**src/rtl/pwm_output_stage_if.sv**
```systemverilog
// Sample handshake, run control and PWM status bundle for pwm_output_stage.
// master = upstream/controller side, slave = the output stage itself.
interface pwm_output_stage_if;
   logic       en;
   logic [7:0] sample_in;
   logic       sample_valid;
   logic       sample_ready;
   logic       pwm_out;
   logic       frame_strobe;
   logic       underrun;
   logic       clr_underrun;

   modport master (
      output en, sample_in, sample_valid, clr_underrun,
      input  sample_ready, pwm_out, frame_strobe, underrun
   );

   modport slave (
      input  en, sample_in, sample_valid, clr_underrun,
      output sample_ready, pwm_out, frame_strobe, underrun
   );
endinterface

```
**src/rtl/pwm_output_stage.sv**
```systemverilog
// 8-bit sample -> 256-cycle PWM frame; pwm_out lags the counter by 1 cycle, new duty lands at frame end.
// One-entry holding buffer: sample_ready drops while it is full, so upstream stalls until the next frame boundary.
module pwm_output_stage (
   input  logic              clk,
   input  logic              nRst,
   pwm_output_stage_if.slave bus
);
   logic [7:0] r_cnt;
   logic [7:0] r_duty;
   logic [7:0] r_hold;
   logic       r_hold_full;
   logic       r_pwm;
   logic       r_strobe;
   logic       r_underrun;

   logic       w_xfer;
   logic       w_boundary;
   logic       w_underrun_evt;

   assign w_xfer         = bus.sample_valid && !r_hold_full;
   assign w_boundary     = bus.en && (r_cnt == 8'hFF);
   assign w_underrun_evt = w_boundary && !r_hold_full && !w_xfer;

   assign bus.sample_ready = !r_hold_full;
   assign bus.pwm_out      = r_pwm;
   assign bus.frame_strobe = r_strobe;
   assign bus.underrun     = r_underrun;

   always_ff @(posedge clk or negedge nRst) begin
      if (!nRst) begin
         r_cnt    <= 8'd0;
         r_pwm    <= 1'b0;
         r_strobe <= 1'b0;
      end else begin
         r_strobe <= w_boundary;
         if (bus.en) begin
            r_cnt <= r_cnt + 8'd1;
            r_pwm <= (r_cnt < r_duty);
         end else begin
            r_cnt <= 8'd0;
            r_pwm <= 1'b0;
         end
      end
   end

   // While idle the buffer drains straight into duty so duty tracks the newest sample.
   always_ff @(posedge clk or negedge nRst) begin
      if (!nRst) begin
         r_duty      <= 8'd0;
         r_hold      <= 8'd0;
         r_hold_full <= 1'b0;
      end else if (r_hold_full) begin
         if (!bus.en || w_boundary) begin
            r_duty      <= r_hold;
            r_hold_full <= 1'b0;
         end
      end else if (w_xfer) begin
         r_hold <= bus.sample_in;
         if (w_boundary) begin
            r_duty <= bus.sample_in;
         end else begin
            r_hold_full <= 1'b1;
         end
      end
   end

   always_ff @(posedge clk or negedge nRst) begin
      if (!nRst) begin
         r_underrun <= 1'b0;
      end else if (w_underrun_evt) begin
         r_underrun <= 1'b1;
      end else if (bus.clr_underrun) begin
         r_underrun <= 1'b0;
      end
   end
endmodule

```
**src/flat_wrapper.sv**
```systemverilog
// flat-port wrapper written by rule: the top's interface ports become plain ports
module pwm_output_stage_flat 
  (clk, nRst, bus_en, bus_sample_in, bus_sample_valid, bus_clr_underrun, bus_sample_ready, bus_pwm_out, bus_frame_strobe, bus_underrun);
  pwm_output_stage_if bus_i ();
  input  logic clk;
  input  logic nRst;
  input wire logic [$bits(bus_i.en)-1:0] bus_en;
  input wire logic [$bits(bus_i.sample_in)-1:0] bus_sample_in;
  input wire logic [$bits(bus_i.sample_valid)-1:0] bus_sample_valid;
  input wire logic [$bits(bus_i.clr_underrun)-1:0] bus_clr_underrun;
  output wire logic [$bits(bus_i.sample_ready)-1:0] bus_sample_ready;
  output wire logic [$bits(bus_i.pwm_out)-1:0] bus_pwm_out;
  output wire logic [$bits(bus_i.frame_strobe)-1:0] bus_frame_strobe;
  output wire logic [$bits(bus_i.underrun)-1:0] bus_underrun;
  assign bus_i.en = bus_en;
  assign bus_i.sample_in = bus_sample_in;
  assign bus_i.sample_valid = bus_sample_valid;
  assign bus_i.clr_underrun = bus_clr_underrun;
  assign bus_sample_ready = bus_i.sample_ready;
  assign bus_pwm_out = bus_i.pwm_out;
  assign bus_frame_strobe = bus_i.frame_strobe;
  assign bus_underrun = bus_i.underrun;
  pwm_output_stage u_core (.clk(clk), .nRst(nRst), .bus(bus_i));
endmodule
```
**config.mk**
```make
export PLATFORM = sky130hd
export DESIGN_NAME = pwm_output_stage_flat
export DESIGN_NICKNAME = d
export VERILOG_FILES = /design/src/rtl/pwm_output_stage_if.sv /design/src/rtl/pwm_output_stage.sv /design/src/flat_wrapper.sv
export SDC_FILE = /design/constraint.sdc
export NUM_CORES = 1
export LEC_CHECK = 0
export ABC_CLOCK_PERIOD_IN_PS = 1200
export BUFFER_PORTS_ARGS = -buffer_cell sky130_fd_sc_hd__buf_2
export CORE_AREA = 2 2 59 61
export CTS_CLUSTER_SIZE = 24
export DETAILED_ROUTE_END_ITERATION = 8
export DIE_AREA = 0 0 61 63
export SYNTH_ARGS = -nofsm -noshare
export SYNTH_HDL_FRONTEND = slang
export SYNTH_SLANG_ARGS = --single-unit
```
**constraint.sdc**
```tcl
create_clock -name clk -period 1.2 [get_ports clk]
set_input_delay 0.12 -clock clk [delete_from_list [all_inputs] [get_ports clk]]
set_output_delay 0.12 -clock clk [all_outputs]
set_load 0.05 [all_outputs]
```
==> results.py <==
metrics = {
    "outcome": {
        "outcome": "finished with violations",
        "violations": "negative setup slack",
    },
    "power_and_ir_drop": {
        "ir_drop_mv": 0.622,
        "power_density_mw_per_mm2": 1240,
        "power_w": 0.00222,
        "p_leak_nw": 0.875,
    },
    "grt": {
        "grt-ovfl-total": 0,
        "grt_pass1_wl_mm": 4.12,
        "grt_pass1_vias": 903,
        "grt_max_degree": 29,
        "globalRouteTotalUtil_pct": 14.3,
        "antenna_found_initial": 0,
    },
    "synthesis": {
        "ys_top_cells_by_area": "dfrtp_1, mux2i_1, ha_1",
        "synth_top_area_share_pct": 51.0,
        "synth_area_sq_mm": 0.00137,
        "synth_top_cell_by_area": "dfrtp_1",
        "yosysUniqueCellTypes": 28,
        "syn_inst": 114,
        "synth_seq_area_share_pct": 51.0,
        "synth_seq_cells": 28,
        "syn-mean-instance-area_sq_um": 12.0,
        "syn-num-nets": 135,
        "yosys_warnings": 0,
    },
    "clocking": {
        "root_buffer": "clkbuf_4",
        "clk_path_buf_depth": 2,
        "cts_tree": "yes",
        "clock_latency_ns": 0.32,
        "clk_pin_slew_ns": 0.14,
        "cts_buffers": 3,
        "cts_num_sinks": 28,
        "htreeDepth": 1,
    },
    "layout": {
        "diodes": 0,
        "mostFrequentLayoutCells": "dfrtp_1, mux2i_1, buf_2, buf_4, nor2_1",
        "drive_gt1_share_pct": 43.0,
        "nNetsFinal": 174,
        "final_core_util_pct": 55.1,
        "final_common_cell": "dfrtp_1",
        "syn_to_final_growth_pct": 29.8,
    },
    "timing": {
        "period_minus_slack_ns": 1.40,
        "max_slew_margin_pct": 76.0,
        "fin_skew_ns": 0.00469,
        "fmaxAchievable_mhz": 715,
        "rsz0062_at_grt": "yes",
        "worst_pin_slew_ns": 0.360,
        "fin_crit_sh_pct": 117,
        "setup_slack_ns": -0.199,
        "setup_violations": 13,
        "finalHoldViolations": 0,
        "drv_slew": 0,
    },
    "worst_setup_path": {
        "start_kind": "flop",
        "ff2ff_path_depth": 4,
        "worstSetupEndpointType": "flop",
        "worstPathMaxFanout": 2,
        "crit_required_ns": 1.47,
        "timing.rr.start": "u_core.r_cnt[3]$_DFF_PN0_",
        "path_class": "reg -> reg",
        "crit_start": "u_core.r_cnt[3]$_DFF_PN0_",
        "worstPathCellList": "ha_4 -> a22o_1 -> nor4_2 -> o21a_1",
        "cp_data_arrival_time_ns": 1.67,
        "cp_slowest_stage_delay_ns": 0.45,
        "rrSetupSlack_ns": -0.20,
        "crit_slowest_cell": "dfrtp_1",
    },
    "route": {
        "routed-via-count": 939,
        "met2_length_mm": 1.16,
        "remaining_drc_errors": 0,
        "avgViaCountPerCell": 4.77,
        "postRouteWirelength_mm": 2.52,
        "postRouteAntennaNets": 0,
        "wl_per_cell_um": 12.8,
        "highest_layer": "met4",
        "first_iter_violations": 38,
        "wl_met1_mm": 1.25,
        "dr.pass1.iters": 4,
        "met3_length_um": 50,
    },
    "placement": {
        "post-place-ws_ns": -0.131,
        "hpwl_mm": 1.81,
        "io_buffers": 16,
        "routabilityCongestion": 0.839,
    },
    "min_path": {
        "min-delay-start": "bus_sample_in[2]",
        "hp-class": "in -> reg",
        "min_path_cells": 2,
    },
    "die": {
        "placementRows": 21,
        "dieHeight_um": 63,
        "core_area_sq_mm": 0.00323,
        "io_pins": 17,
        "die_w_um": 61,
        "start_util_pct": 42.5,
        "dieArea_sq_mm": 0.00384,
    },
    "run": {
        "drv_cap": 0,
    },
}
[routing by layer]
layer / up-vias / global-route usage [%]
met4: 0 / 4.89
li1: 476 / -
met2: 12 / 20.8
met5: - / 0
met1: 445 / 21.5
met3: 6 / 1.86
[path summary, 6_finish.rpt]
kind                                                      to
worst max-delay path            u_core.bus.pwm_out$_DFF_PN0_
worst min-delay path            u_core.r_hold[2]$_DFFE_PN0P_
max in group asynchronous          u_core.r_cnt[4]$_DFF_PN0_
worst min register to register  u_core.r_hold[2]$_DFFE_PN0P_
worst max register to register  u_core.bus.pwm_out$_DFF_PN0_
min in group asynchronous          u_core.r_cnt[2]$_DFF_PN0_
[worst max-delay path, delay by kind of cell, from the launching register on]
family	cells	cell delay, ns
AO/OA/AOI/OAI	2	0.38
adder cells (fa/ha/maj)	1	0.23
flip-flops	1	0.45
AND/OR/NAND/NOR	1	0.30
[cell usage after synthesis]
library cell / instances
and2_1: 1
inv_2: 2
a211oi_1: 1
nor4_1: 1
or3_1: 1
o21a_1: 2
o21ai_0: 1
and3_1: 1
a22o_1: 2
a21oi_1: 4
xor2_1: 4
ha_1: 8
xnor2_1: 1
nand3_1: 6
mux2_1: 1
nand2_1: 4
mux2i_1: 15
mux2_2: 7
o211ai_1: 2
inv_1: 8
a31oi_1: 1
nor3_2: 1
nand2_4: 1
nor2_1: 8
o21ai_4: 1
nand4_4: 1
dfrtp_1: 28
buf_2: 1
[kinds of logic (layout without fill, tap and decap cells)]
| kind of cell | Yosys count | count (layout) | synth area share, % |
|---|---|---|---|
| simple gates | 25 | 25 | 10.4 |
| flops | 28 | 28 | 51.0 |
| fa+ha+maj | 8 | 8 | 7.29 |
| xor+xnor | 5 | 5 | 3.19 |
| buf+inv | 11 | 48 | 3.10 |
| mux | 23 | 23 | 17.5 |
| compound gates | 14 | 14 | 7.48 |
[per-stage QoR]
stage / setup TNS, ns / area [sq um] / hold WS, ns / cells
after floorplan: -0.639 / 1380 / -0.176 / 114
after global placement: -0.441 / 1640 / 0.145 / 191
after detailed placement: -0.805 / 1640 / 0.143 / 191
after CTS: -0.834 / 1700 / 0.00447 / 196
after global routing: -1.87 / 1780 / 0.00509 / 197
final: -1.04 / 1780 / 0.0122 / 197
[timing repair]
action,4_1_cts,5_1_grt
setup buffers,2,1
hold endpoints to repair,28,0
endpoints found under the setup margin,13,14
gates resized for setup,6,12
pin swaps,5,7
hold buffers,1,0
[sequential cells by signal (all words and copies together) (netlist names)]
| name | flops |
|---|---|
| u_core.r_hold_full | 1 |
| u_core.r_duty | 8 |
| u_core.r_hold | 8 |
| u_core.r_cnt | 8 |
| u_core.bus.underrun | 1 |
| u_core.bus.pwm_out | 1 |
| u_core.bus.frame_strobe | 1 |
[where the power goes]
part	internal (W)	leakage [nW]	switching (W)
clock network	0.000118	0.0138	0.000252
logic	0.000337	0.516	0.000330
registers	0.00111	0.345	0.0000700
[cell type report]
| cell class | count | area, sq um |
|---|---|---|
| Clock buffer | 3 | 22.5 |
| Fill cell | 290 | 1450 |
| Inverter | 10 | 37.5 |
| Multi-Input combinational cell | 75 | 711 |
| Sequential cell | 28 | 702 |
| Tap cell | 46 | 57.6 |
| Timing Repair Buffer | 35 | 251 |
(Power assumes the default switching activity.)
